==> src/rtl/rs232_rx.sv <==
// rs232_rx: 8N1 serial receiver with mid-bit sampling and a valid/ready byte output.
// Define RS232_RX_PARITY_EN to expect an even parity bit between bit 7 and the stop bit.
module rs232_rx #(
    parameter int CLKS_PER_BIT = 16
) (
    input  logic       OG_clk,
    input  logic       reset,
    input  logic       Rx,
    output logic [7:0] r_data,
    output logic       r_valid,
    input  logic       r_ready,
    output logic       frame_err,
    output logic       overrun,
    output logic       parity_err
);

    localparam int H  = CLKS_PER_BIT / 2;
    localparam int CW = $clog2(CLKS_PER_BIT);
    localparam logic [CW-1:0] CNT_HALF = CW'(H - 1);
    localparam logic [CW-1:0] CNT_LAST = CW'(CLKS_PER_BIT - 1);

    typedef enum logic [2:0] {
        S_IDLE,
        S_START,
        S_DATA,
        S_PARITY,
        S_STOP,
        S_BREAK
    } state_t;

    state_t         state_q, state_d;
    logic           sync1_q, rx_s_q, rx_p_q;
    logic [2:0]     arm_q;
    logic [CW-1:0]  cnt_q, cnt_d;
    logic [2:0]     idx_q, idx_d;
    logic [7:0]     shift_q, shift_d;
    logic [7:0]     data_q, data_d;
    logic           valid_q, valid_d;
    logic           ovr_q, ovr_d;
    logic           ferr_q, ferr_d;
    logic           deliver;
    logic           accept;
    logic           cnt_half, cnt_last;
`ifdef RS232_RX_PARITY_EN
    logic           par_q, par_d;
    logic           perr_q, perr_d;
`endif

    assign accept   = valid_q & r_ready;
    assign cnt_half = (cnt_q == CNT_HALF);
    assign cnt_last = (cnt_q == CNT_LAST);

    // arm_q[2] is set only once rx_p reflects the real line, so a line held low
    // through reset release never looks like a falling edge.
    always_ff @(posedge OG_clk or negedge reset) begin
        if (!reset) begin
            sync1_q <= 1'b1;
            rx_s_q  <= 1'b1;
            rx_p_q  <= 1'b1;
            arm_q   <= 3'b000;
        end else begin
            sync1_q <= Rx;
            rx_s_q  <= sync1_q;
            rx_p_q  <= rx_s_q;
            arm_q   <= {arm_q[1:0], 1'b1};
        end
    end

    always_ff @(posedge OG_clk or negedge reset) begin
        if (!reset) begin
            state_q <= S_IDLE;
            cnt_q   <= '0;
            idx_q   <= '0;
            shift_q <= '0;
            data_q  <= '0;
            valid_q <= 1'b0;
            ovr_q   <= 1'b0;
            ferr_q  <= 1'b0;
`ifdef RS232_RX_PARITY_EN
            par_q   <= 1'b0;
            perr_q  <= 1'b0;
`endif
        end else begin
            state_q <= state_d;
            cnt_q   <= cnt_d;
            idx_q   <= idx_d;
            shift_q <= shift_d;
            data_q  <= data_d;
            valid_q <= valid_d;
            ovr_q   <= ovr_d;
            ferr_q  <= ferr_d;
`ifdef RS232_RX_PARITY_EN
            par_q   <= par_d;
            perr_q  <= perr_d;
`endif
        end
    end

    always_comb begin
        state_d = state_q;
        cnt_d   = cnt_q + 1'b1;
        idx_d   = idx_q;
        shift_d = shift_q;
        ferr_d  = 1'b0;
        deliver = 1'b0;
`ifdef RS232_RX_PARITY_EN
        par_d   = par_q;
        perr_d  = 1'b0;
`endif
        case (state_q)
            S_IDLE: begin
                cnt_d = '0;
                if (arm_q[2] && !rx_s_q && rx_p_q) state_d = S_START;
            end
            S_START: begin
                if (cnt_half) begin
                    cnt_d   = '0;
                    idx_d   = '0;
                    state_d = rx_s_q ? S_IDLE : S_DATA;
                end
            end
            S_DATA: begin
                if (cnt_last) begin
                    cnt_d   = '0;
                    shift_d = {rx_s_q, shift_q[7:1]};
                    if (idx_q == 3'd7) begin
`ifdef RS232_RX_PARITY_EN
                        state_d = S_PARITY;
`else
                        state_d = S_STOP;
`endif
                    end else begin
                        idx_d = idx_q + 3'd1;
                    end
                end
            end
`ifdef RS232_RX_PARITY_EN
            S_PARITY: begin
                if (cnt_last) begin
                    cnt_d   = '0;
                    par_d   = rx_s_q;
                    state_d = S_STOP;
                end
            end
`endif
            S_STOP: begin
                if (cnt_last) begin
                    cnt_d = '0;
                    if (!rx_s_q) begin
                        ferr_d  = 1'b1;
                        state_d = S_BREAK;
                    end else begin
                        state_d = S_IDLE;
`ifdef RS232_RX_PARITY_EN
                        if (^{shift_q, par_q}) perr_d  = 1'b1;
                        else                   deliver = 1'b1;
`else
                        deliver = 1'b1;
`endif
                    end
                end
            end
            S_BREAK: begin
                cnt_d = '0;
                if (rx_s_q) state_d = S_IDLE;
            end
            default: begin
                cnt_d   = '0;
                state_d = S_IDLE;
            end
        endcase
    end

    // An accept in the delivery cycle frees the slot, so the new byte is taken.
    always_comb begin
        data_d  = data_q;
        valid_d = valid_q;
        ovr_d   = ovr_q;
        if (deliver) begin
            if (!valid_q || r_ready) begin
                data_d  = shift_q;
                valid_d = 1'b1;
                if (valid_q) ovr_d = 1'b0;
            end else begin
                ovr_d = 1'b1;
            end
        end else if (accept) begin
            valid_d = 1'b0;
            ovr_d   = 1'b0;
        end
    end

    assign r_data    = data_q;
    assign r_valid   = valid_q;
    assign overrun   = ovr_q;
    assign frame_err = ferr_q;
`ifdef RS232_RX_PARITY_EN
    assign parity_err = perr_q;
`else
    assign parity_err = 1'b0;
`endif

endmodule

==> config.mk <==
export PLATFORM = sky130hd
export DESIGN_NAME = rs232_rx
export DESIGN_NICKNAME = d
export VERILOG_FILES = /design/src/rtl/rs232_rx.sv
export SDC_FILE = /design/constraint.sdc
export NUM_CORES = 1
export LEC_CHECK = 0
export ABC_AREA = 1
export BUFFER_PORTS_ARGS = -buffer_cell sky130_fd_sc_hd__buf_4
export CAP_MARGIN = 20
export CORE_ASPECT_RATIO = 0.75
export CORE_MARGIN = 2
export CORE_UTILIZATION = 35
export DETAILED_ROUTE_END_ITERATION = 6
export SYNTH_ARGS = -nofsm -noshare
export SYNTH_HDL_FRONTEND = slang
export SYNTH_SLANG_ARGS = --single-unit
==> constraint.sdc <==
create_clock -name OG_clk -period 2.25 [get_ports OG_clk]
set_input_delay 0.45 -clock OG_clk [delete_from_list [all_inputs] [get_ports OG_clk]]
set_output_delay 0.45 -clock OG_clk [all_outputs]
set_load 0.005 [all_outputs]
* Yosys cells after proc, flatten, opt, wreduce, memory -nomap -nowiden
Index checks and enable logic that the tools add are counted.
** Storage, ports and cells
- Register bits :: 35
- Input port bits :: 4
- Output and inout bits :: 12
- Logic and storage cells :: 74
** Cells by class
- Add/sub/neg operators :: 2
- Eq/ne operators :: 16
- Muxes and demuxes :: 28
- Bitwise logic cells :: 1
- Reduce and logical (&&, ||, !) cells :: 15
** Operators with widths (number)
- 2-to-1 mux 3 bit :: 10
- case mux 3 bit (5 select lines) :: 1
- != test 2 bit (second input constant) :: 7
- 2-to-1 mux 1 bit :: 12
- equality test 3 bit (second input constant) :: 3
- 2-to-1 mux 4 bit :: 2
- case mux 4 bit (2 select lines) :: 1
- AND reduction 2 bit :: 4
- case mux 3 bit (2 select lines) :: 1
- AND reduction 6 bit :: 1
- adder 4 x 1 -> 4 bit (second input constant) :: 1
- equality test 4 x 3 -> 1 bit (second input constant) :: 1
- equality test 4 bit (second input constant) :: 1
- AND reduction 4 bit :: 1
- nonzero test 2 bit :: 2
- adder 3 x 1 -> 3 bit (second input constant) :: 1
- equality test 3 x 1 -> 1 bit (second input constant) :: 1
- equality test 3 x 2 -> 1 bit (second input constant) :: 1
- zero test 3 bit :: 1
- != test 3 bit (second input constant) :: 1
- logical AND 1 bit :: 2
- zero test 1 bit :: 2
- 2-to-1 mux 2 bit :: 1
- != test 2 x 1 -> 1 bit (second input constant) :: 1
- 3 further kinds :: 3

* Logic depth before layout (Yosys ltp)
Gate-level depths: netlist of the first run.
- Depth in word-level cells :: 5
- Gate-level depth with buffers :: 9
- Mapped depth without buffers :: 9

* Least setup slack after synthesis of the first run
OpenSTA, ideal clock, no wires.
- Path type :: reg-to-reg
- Start :: reg cnt_q[0]
- End :: reg data_q[6] (netlist: r_data[6])
- Arrival :: 1.261 ns
- Path slack :: 0.872 ns
- Stages on the path, launching flop included :: 8
- Buffers on the path :: 1
- Cell sequence :: dfrtp_1 > ha_1 > nand3_4 > nor3_4 > nand2_4 > buf_6 > nand2_2 > o21ai_2
** On the way
- Longest elaborated chain between the ends :: 4
** Ends and longest elaborated chain
- from (decl) :: line 34 : logic [CW-1:0] cnt_q, cnt_d;
- from (signal assigned) :: line 85 : cnt_q <= cnt_d;
- equality test 4 bit :: line 51 : assign cnt_last = (cnt_q == CNT_LAST);
- 2-to-1 mux 1 bit :: line 147 : if (cnt_last) begin
- 2-to-1 mux 1 bit :: line 110 : case (state_q)
- AND reduction 2 bit (no source line)
- to (signal assigned) :: line 88 : data_q <= data_d;
- to (decl) :: line 37 : logic [7:0] data_q, data_d;
Every way passes these cells.
A chain may end at the register's enable or synchronous reset.

* Worst setup path in the final report of the first run
- Start :: reg cnt_q[0]
- End :: reg data_q[4] (netlist: r_data[4])
The elaborated chain is that of the path after synthesis.

==> impl_metrics.csv, run 1 <==
group,metric,value,unit
drt,ant_nets,0,
worst_setup_path,crit_path_start_kind,"register",
power_and_ir_drop,p_int,1.05,mW
sta,min_period_over_period,65.4,%
floorplan,ioPinCount,16,
drt,drtIter0Drc,58,
grt,grt_overflow,0,
worst_setup_path,critical_path_class,"register to register",
clock_tree,clk_pin_slew,70,ps
hold_path,worstHoldPathType,"input port to async pin",
outcome,status,"completed",
power_and_ir_drop,p_clk_share,26.1,%
layout,drive_above_1_share,22.8,%
floorplan,rows,20,
power_and_ir_drop,power_frac_seq,46.6,%
layout,areaGrowthSynthToFinish,14.6,%
synthesis,avgSynthCellArea,9.57,um2
drt,vias,1042,
drt,wl_per_cell,10.8,um
drt,drc_errors,0,
synthesis,ys.flop_type,"dfrtp_1",
synthesis,yosysWarnings,0,
sta,hold_violations,0,
worst_setup_path,cp.required,2420,ps
clock_tree,cts_root_buf,"clkbuf_8",
clock_tree,cts_tree,"built",
grt,grt_pass1_vias,1024,
power_and_ir_drop,irDropWorstVdd,0.403,mV
layout,num_antenna_cells,0,
synthesis,ys_seq_area_share,57.1,%
floorplan,start_util,37.3,%
sta,layout_min_cycle_time,1470,ps
grt,grt_pass1_wl,4380,um
clock_tree,cts_resized,0,
grt,grt_antenna_before_repair,0,
sta,setup_viol,0,
placement,gp_congestion,0.864,
grt,grt_use_total,12.2,%
placement,hpwl,1800,um
sta,fmax,679,MHz
floorplan,core,0.00413,mm2
synthesis,synth-edff-count,0,
floorplan,die_x,80.6,um
synthesis,yosys.area.top_type_share,52.0,%
power_and_ir_drop,swShare,34.8,%
clock_tree,htree_levels,2,
synthesis,syn_nets,168,
worst_setup_path,arrival,1640,ps
clock_tree,cts_buffer_depth,2,
sta,fin_setup_tns,0,ps
worst_setup_path,crit_path_max_fanout,16,
synthesis,synth_seq_cells,35,
power_and_ir_drop,p_total,1.62,mW
clock_tree,cts_buffers,5,
synthesis,synth_async_sr_flop_share,100,%
drt,first_pass_iters,4,
drt,wirelength,2530,um
layout,nets,186,
layout,postLayoutCellArea,0.00177,mm2
power_and_ir_drop,p_sw,0.562,mW
synthesis,ys_types,30,
worst_setup_path,cp-end-kind,"register",
sta,fin_skew,2.22,ps
floorplan,die_y,61.5,um
layout,fillers,390,
synthesis,synth_area_leaders,"dfrtp_1, nand2_1, dfstp_2",
synthesis,netlist_instances,161,
clock_tree,hold_buffers,0,
placement,dpl_cell_area,0.00168,mm2
synthesis,syn-cell-area,0.00154,mm2
power_and_ir_drop,powerDensity,915,mW/mm2
drt,avgViaCountPerCell,4.43,
clock_tree,post_cts_buffers,0,
clock_tree,cts.sinks,35,
grt,grt_max_degree,36,
power_and_ir_drop,pwr-share-comb,27.2,%
sta,slew_viol_final,0,
synthesis,synth_common_cells,"nand2_1, dfrtp_1, inv_1",
clock_tree,clock_latency,280,ps
synthesis,yosysMostFrequentCell,"nand2_1",
power_and_ir_drop,p_leak,0.866,nW
synthesis,yosysTopAreaCell,"dfrtp_1",
sta,rsz0062_at_grt,"false",
worst_setup_path,regToRegSetupSlack,780,ps
placement,port_buffers,14,
floorplan,die_area,0.00495,mm2
run,drv_cap,0,
## flip-flops by register name, summed over array words and instances, names as in the netlist
register	cells
arm_q	3
cnt_q	4
frame_err	1
idx_q	3
overrun	1
r_data	8
r_valid	1
rx_p_q	1
rx_s_q	1
shift_q	8
state_q	3
sync1_q	1
## worst max-delay path, stage by stage (launching register included)
cell	delay [ps]
dfrtp_1	370
ha_1	270
nand3_4	120
nor3_4	250
nand2_4	180
nand2_1	120
o21ai_2	50
## final cells by class
type	instances	area, um2	share of cell area (%)
clock buffers	7	76.3	4.32
multi-input cells	103	556	31.5
inverters	20	75.1	4.25
well taps	55	68.8	3.90
clock inverters	1	5.00	0.283
repair buffers	14	105	5.95
flip-flops and latches	35	880	49.8
## power groups by stage
stage	clock network, mW	logic (mW)	registers, mW
after floorplan	0	0.353	0.751
after global placement	0	0.428	0.762
after detailed placement	0	0.437	0.763
after CTS	0.449	0.440	0.752
after global routing	0.478	0.513	0.762
final	0.422	0.440	0.753
## cell usage in the layout (no fill, tap or decap), types with 2 or more instances in the layout
cell	instances
nand3_1	8
conb_1	2
clkbuf_8	5
nor2_1	12
ha_1	3
o21ai_0	12
dfrtp_1	32
dfstp_2	3
nand2_2	4
o21ai_2	7
clkbuf_1	2
buf_4	14
inv_1	18
nand2_1	40
## cell families after synthesis
logic type,Yosys count,share of synthesized area (%)
simple gates,74,23.1
flops,35,57.1
compound gates,23,9.50
buf+inv,23,6.82
fa+ha+maj,3,2.44
other cells,2,0.488
xor+xnor,1,0.569
## path summary, 6_finish.rpt
kind	depth (start not counted)	endpoint	startpoint
min in group OG_clk	1	sync1_q	Rx
worst max register to register	6	r_data[4]	cnt_q[0]
worst min-delay path	1	idx_q[0]	reset
max in group asynchronous	1	rx_p_q	reset
worst min register to register	0	arm_q[2]	arm_q[1]
worst max-delay path	6	r_data[4]	cnt_q[0]
## layer usage
metal	GRT usage [%]	vias to the layer above	wire (um)
li1	-	539	-
met1	15.8	480	1290
met2	17.7	18	1080
met3	3.96	5	110
met4	7.99	0	51
met5	0	-	0
## through the flow
stage          hold WS [ps]  util, %  worst slack (ps)  std cells
2_1_floorplan           154        -               872        161
3_3_place_gp            332     40.8               844        227
3_5_place_dp            340     40.8               773        227
4_1_cts                 122     42.8               765        235
5_1_grt                 140     42.8               627        235
6_report                115     42.8               777        235
(Power assumes the default switching activity.)
==> run 2: changes to the inputs <==
==> constraint.sdc (replaced) <==
create_clock -name OG_clk -period 1.5 [get_ports OG_clk]
set_input_delay 0.3 -clock OG_clk [delete_from_list [all_inputs] [get_ports OG_clk]]
set_output_delay 0.3 -clock OG_clk [all_outputs]
set_load 0.005 [all_outputs]
==> run 2 against run 1 <==
Total power increased by 57%; clock-buffer cell count unchanged; sequential cell count unchanged; critical path type unchanged; largest power group unchanged.
==> impl_metrics.csv, run 2 (synthesis results as in run 1) <==
group,metric,value,unit
worst_setup_path,cpMostUsedCell,"nand2_1",
hold_path,hold_path_end,"sync1_q",
placement,hpwl,1790,um
floorplan,core,0.00413,mm2
sta,min_period_over_period,93.9,%
sta,layout_min_cycle_time,1410,ps
layout,seq_area,881,um2
clock_tree,htree_levels,2,
sta,slew_viol_final,0,
worst_setup_path,cp.required,1680,ps
drt,wl_per_cell,11.3,um
floorplan,die_x,80.6,um
clock_tree,cts_buffers,5,
floorplan,rows,20,
hold_path,worstHoldPathType,"input port to register",
layout,finish.utilization,44.5,%
sta,fin_skew,5.82,ps
layout,drive_above_1_share,28.0,%
clock_tree,clock_latency,290,ps
power_and_ir_drop,irDropWorstVdd,0.653,mV
layout,layout_commonest_cell,"nand2_1",
sta,hold_violations,0,
hold_path,min_path_cells,1,
clock_tree,cts_root_buf,"clkbuf_8",
worst_setup_path,cp-end-kind,"register",
clock_tree,clk_pin_slew,70,ps
layout,areaGrowthSynthToFinish,19.2,%
grt,grt_antenna_before_repair,0,
power_and_ir_drop,powerDensity,1380,mW/mm2
sta,setup_viol,0,
drt,wirelength,2720,um
clock_tree,cts.sinks,35,
grt,grt_overflow,0,
sta,fmax,710,MHz
drt,vias,1082,
sta,hold_slack,120,ps
clock_tree,cts_tree,"built",
grt,grt_pass1_wl,4620,um
layout,fillers,396,
power_and_ir_drop,p_leak,0.883,nW
run,drv_cap,0,
worst_setup_path,rr_endpoint,"r_data[0]",
placement,port_buffers,14,
worst_setup_path,path_cells,"nor2_4 > nand2_2 > nor3_4 > buf_4 > nand2_4 > nand2_1 > nand2_1",
worst_setup_path,r2r-start,"state_q[0]",
worst_setup_path,crit_path_start_kind,"register",
placement,gp_congestion,0.870,
drt,drtIter0Drc,62,
layout,num_antenna_cells,0,
layout,multi_input_area,584,um2
floorplan,die_y,61.5,um
drt,avgViaCountPerCell,4.49,
worst_setup_path,crit_path_max_fanout,8,
drt,ant_nets,0,
drt,drc_errors,0,
clock_tree,cts_buffer_depth,2,
grt,grt_max_degree,36,
worst_setup_path,r2r_cells,7,
outcome,status,"completed",
worst_setup_path,arrival,1590,ps
floorplan,die_area,0.00495,mm2
drt,first_pass_iters,4,
floorplan,start_util,37.3,%
layout,nets,192,
hold_path,worstHoldStart,"Rx",
worst_setup_path,slowest_stage,"dfrtp_1",
layout,most-common-layout-cells,"nand2_1, dfrtp_1, inv_1, buf_4, o21ai_0",
grt,grt_pass1_vias,1034,
worst_setup_path,critical_path_class,"register to register",
floorplan,ioPinCount,16,
worst_setup_path,slowest_delay,440,ps
worst_setup_path,regToRegSetupSlack,90,ps
grt,grt_use_total,13.0,%
-- run 2: changes by cell type in the layout (fill, tap and decap cells not counted), sizes merged --
| cell | previous run | this run |
|---|---|---|
| dlygate4sd3 | 0 | 1 |
| buf | 14 | 18 |
| nand2 | 45 | 46 |
-- run 2: critical path, delay by kind of cell, from the launching register on --
kind          cells  cell delay (ps)
simple gates      6              680
buf+inv           1              160
flops             1              440
-- run 2: how the worst max path moves through the flow --
stage / from / to / slack, ps / cells after the start
final: state_q[0] / r_data[0] / 90 / 7
after global routing: state_q[1] / idx_q[2] / -20 / 9
after CTS: cnt_q[0] / r_data[4] / 20 / 6
after detailed placement: cnt_q[0] / r_data[1] / -0.1 / 6
after global placement: cnt_q[0] / r_data[7] / 90 / 6
after floorplan: cnt_q[0] / r_data[6] / 120 / 7
-- run 2: what timing repair did --
action / 4_1_cts / 5_1_grt
hold buffers: 1 / 0
hold endpoints to repair: 32 / 0
setup buffers: 0 / 3
pin swaps: 1 / 10
gates resized for setup: 1 / 8
gates cloned: 0 / 1
endpoints found under the setup margin: 7 / 13
-- run 2: layer usage --
| metal | part of all wire (%) | vias to the layer above | wire length [um] | global-route usage (%) |
|---|---|---|---|---|
| met4 | 2.8 | 0 | 76 | 8.72 |
| met3 | 3.5 | 7 | 95 | 3.96 |
| met5 | 0 | - | 0 | 0 |
| met2 | 44 | 15 | 1190 | 19.5 |
| li1 | - | 553 | - | - |
| met1 | 50 | 507 | 1370 | 16.4 |
-- run 2: area by class of cell --
class / count / share of cell area [%]
clock buffers: 7 / 4.16
clock inverters: 1 / 0.273
inverters: 20 / 4.09
multi-input cells: 104 / 31.8
flip-flops and latches: 35 / 48.0
well taps: 55 / 3.75
repair buffers: 19 / 7.91
-- run 2: stage by stage --
step	total power [mW]	TNS (ps)	std cells	setup slack, ps	cell area [um2]
2_1_floorplan	1.66	0	161	122	1540
3_3_place_gp	1.79	0	228	93.4	1690
3_5_place_dp	1.80	-0.106	228	-0.106	1690
4_1_cts	2.48	0	237	23.9	1790
5_1_grt	2.76	-52.6	241	-21.8	1840
6_report	2.53	0	241	91.7	1840
-- run 2: power by group --
| group | switching, mW | leakage (nW) | internal [mW] | total, mW |
|---|---|---|---|---|
| clock | 0.331 | 0.0422 | 0.326 | 0.657 |
| combinational | 0.465 | 0.380 | 0.279 | 0.743 |
| sequential | 0.0983 | 0.460 | 1.04 | 1.13 |
==> run 3: changes to the inputs <==
--- a/config.mk
+++ b/config.mk
@@ -12,6 +12,7 @@
 export CORE_MARGIN = 2
 export CORE_UTILIZATION = 35
 export DETAILED_ROUTE_END_ITERATION = 6
+export PLACE_DENSITY = 0.54
 export SYNTH_ARGS = -nofsm -noshare
 export SYNTH_HDL_FRONTEND = slang
 export SYNTH_SLANG_ARGS = --single-unit
==> run 3 against run 2 <==
First-iteration DRC count up 3.2%; global-route usage up 0.17 points; maximum frequency down 0.42%; sequential power about the same; total power is 3.2% higher; clock-buffer cell count is the same; clock skew rose by 1.9 ps; critical endpoint is now state_q[1]; largest cell class unchanged; highest routed layer unchanged.
==> impl_metrics.csv, run 3 (synthesis results as in run 1) <==
group,metric,value,unit
sta,min_period_over_period,94.3,%
power_and_ir_drop,swShare,34.9,%
placement,hpwl,1830,um
drt,wirelength,2810,um
clock_tree,cts_root_buf,"clkbuf_8",
sta,hold_violations,0,
outcome,status,"completed",
clock_tree,clock_latency,290,ps
power_and_ir_drop,irDropWorstVdd,0.715,mV
placement,gp_congestion,0.817,
floorplan,rows,20,
power_and_ir_drop,powerDensity,1410,mW/mm2
floorplan,start_util,37.3,%
sta,fin_setup_tns,0,ps
layout,fin_cells,242,
floorplan,die_x,80.6,um
grt,grt_overflow,0,
placement,placedCellCount,229,
sta,fmax,707,MHz
sta,fin_skew,7.69,ps
power_and_ir_drop,power_frac_seq,43.4,%
drt,vias,1097,
clock_tree,cts_buffer_depth,2,
floorplan,die_y,61.5,um
worst_setup_path,regToRegSetupSlack,90,ps
floorplan,ioPinCount,16,
worst_setup_path,crit_path_max_fanout,4,
layout,drive_above_1_share,29.4,%
run,drv_cap,0,
layout,areaGrowthSynthToFinish,20.9,%
power_and_ir_drop,pwr-share-comb,29.9,%
floorplan,die_area,0.00495,mm2
power_and_ir_drop,p_int,1.70,mW
worst_setup_path,cp.required,1670,ps
grt,grt_pass1_vias,1017,
clock_tree,cts_tree,"built",
worst_setup_path,arrival,1590,ps
sta,layout_min_cycle_time,1410,ps
clock_tree,cts.sinks,35,
layout,nets,193,
power_and_ir_drop,p_clk_share,26.7,%
sta,setup_viol,0,
placement,pre_cts_slack,-1.05,ps
drt,drtIter0Drc,64,
sta,slew_viol_final,0,
power_and_ir_drop,p_total,2.62,mW
sta,hold_slack,118,ps
drt,ant_nets,0,
placement,port_buffers,14,
power_and_ir_drop,p_sw,0.913,mW
clock_tree,htree_levels,2,
sta,setup_slack,85.7,ps
grt,grt_pass1_wl,4640,um
drt,first_pass_iters,4,
worst_setup_path,critical_path_class,"register to register",
drt,wl_per_cell,11.6,um
layout,num_antenna_cells,0,
layout,layout_commonest_cell,"nand2_1",
clock_tree,clk_pin_slew,70,ps
layout,most-common-layout-cells,"nand2_1, dfrtp_1, buf_4",
drt,avgViaCountPerCell,4.53,
worst_setup_path,crit_path_start_kind,"register",
clock_tree,cts_buffers,5,
power_and_ir_drop,p_leak,0.913,nW
drt,drc_errors,0,
grt,grt_antenna_before_repair,0,
worst_setup_path,cp-end-kind,"register",
grt,grt_max_degree,36,
grt,grt_use_total,13.2,%
hold_path,worstHoldPathType,"input port to register",
floorplan,core,0.00413,mm2
[run 3: through the flow]
| step | util (%) | area (um2) |
|---|---|---|
| floorplan | - | 1540 |
| global placement | 41.2 | 1700 |
| detailed placement | 41.2 | 1700 |
| CTS | 43.7 | 1800 |
| global route | 45.1 | 1860 |
| finish | 45.1 | 1860 |
[run 3: routing by layer]
layer | routed length [um] | share of wire, % | global-route usage [%]
met1 | 1410 | 50 | 17.5
met2 | 1210 | 43 | 18.2
met3 | 130 | 4.6 | 3.81
met4 | 67 | 2.4 | 10.2
met5 | 0 | 0 | 0
[run 3: layout make-up]
cell class | instances | area (um2)
clock buffers | 7 | 86.3
clock inverters | 1 | 5.00
fillers | 423 | 2270
inverters | 20 | 75.1
multi-input cells | 104 | 592
flip-flops and latches | 35 | 882
well taps | 55 | 68.8
repair buffers | 20 | 153
[run 3: path summary, 6_finish.rpt]
kind / endpoint / cells past startpoint / start
setup reg to reg: state_q[1] / 8 / cnt_q[0]
max in group asynchronous: sync1_q / 2 / reset
setup / recovery: state_q[1] / 8 / cnt_q[0]
hold / removal: sync1_q / 1 / Rx
min in group asynchronous: shift_q[6] / 2 / reset
hold reg to reg: arm_q[1] / 0 / arm_q[0]
[run 3: power groups by stage]
stage	registers, mW	clock network, mW	logic, mW
2_1_floorplan	1.13	0	0.529
3_3_place_gp	1.15	0	0.689
3_5_place_dp	1.15	0	0.703
4_1_cts	1.13	0.734	0.712
5_1_grt	1.15	0.777	0.910
6_report	1.14	0.697	0.784
[run 3: what timing repair did]
item,CTS,global route
gates cloned,0,1
setup endpoints to repair,2,21
buffers inserted,0,3
hold buffers,1,0
gates resized for setup,1,13
endpoints found under the hold margin,32,0
pin swaps,1,7
[run 3: worst max-delay path: stages, from the launching register on]
cell and delay (ps):
dfrtp_1 380, ha_2 240, nand3_4 100, clkinv_1 120
nor2_1 60, nor2_2 200, nand2_1 100, nand2_1 70
nand2_1 50
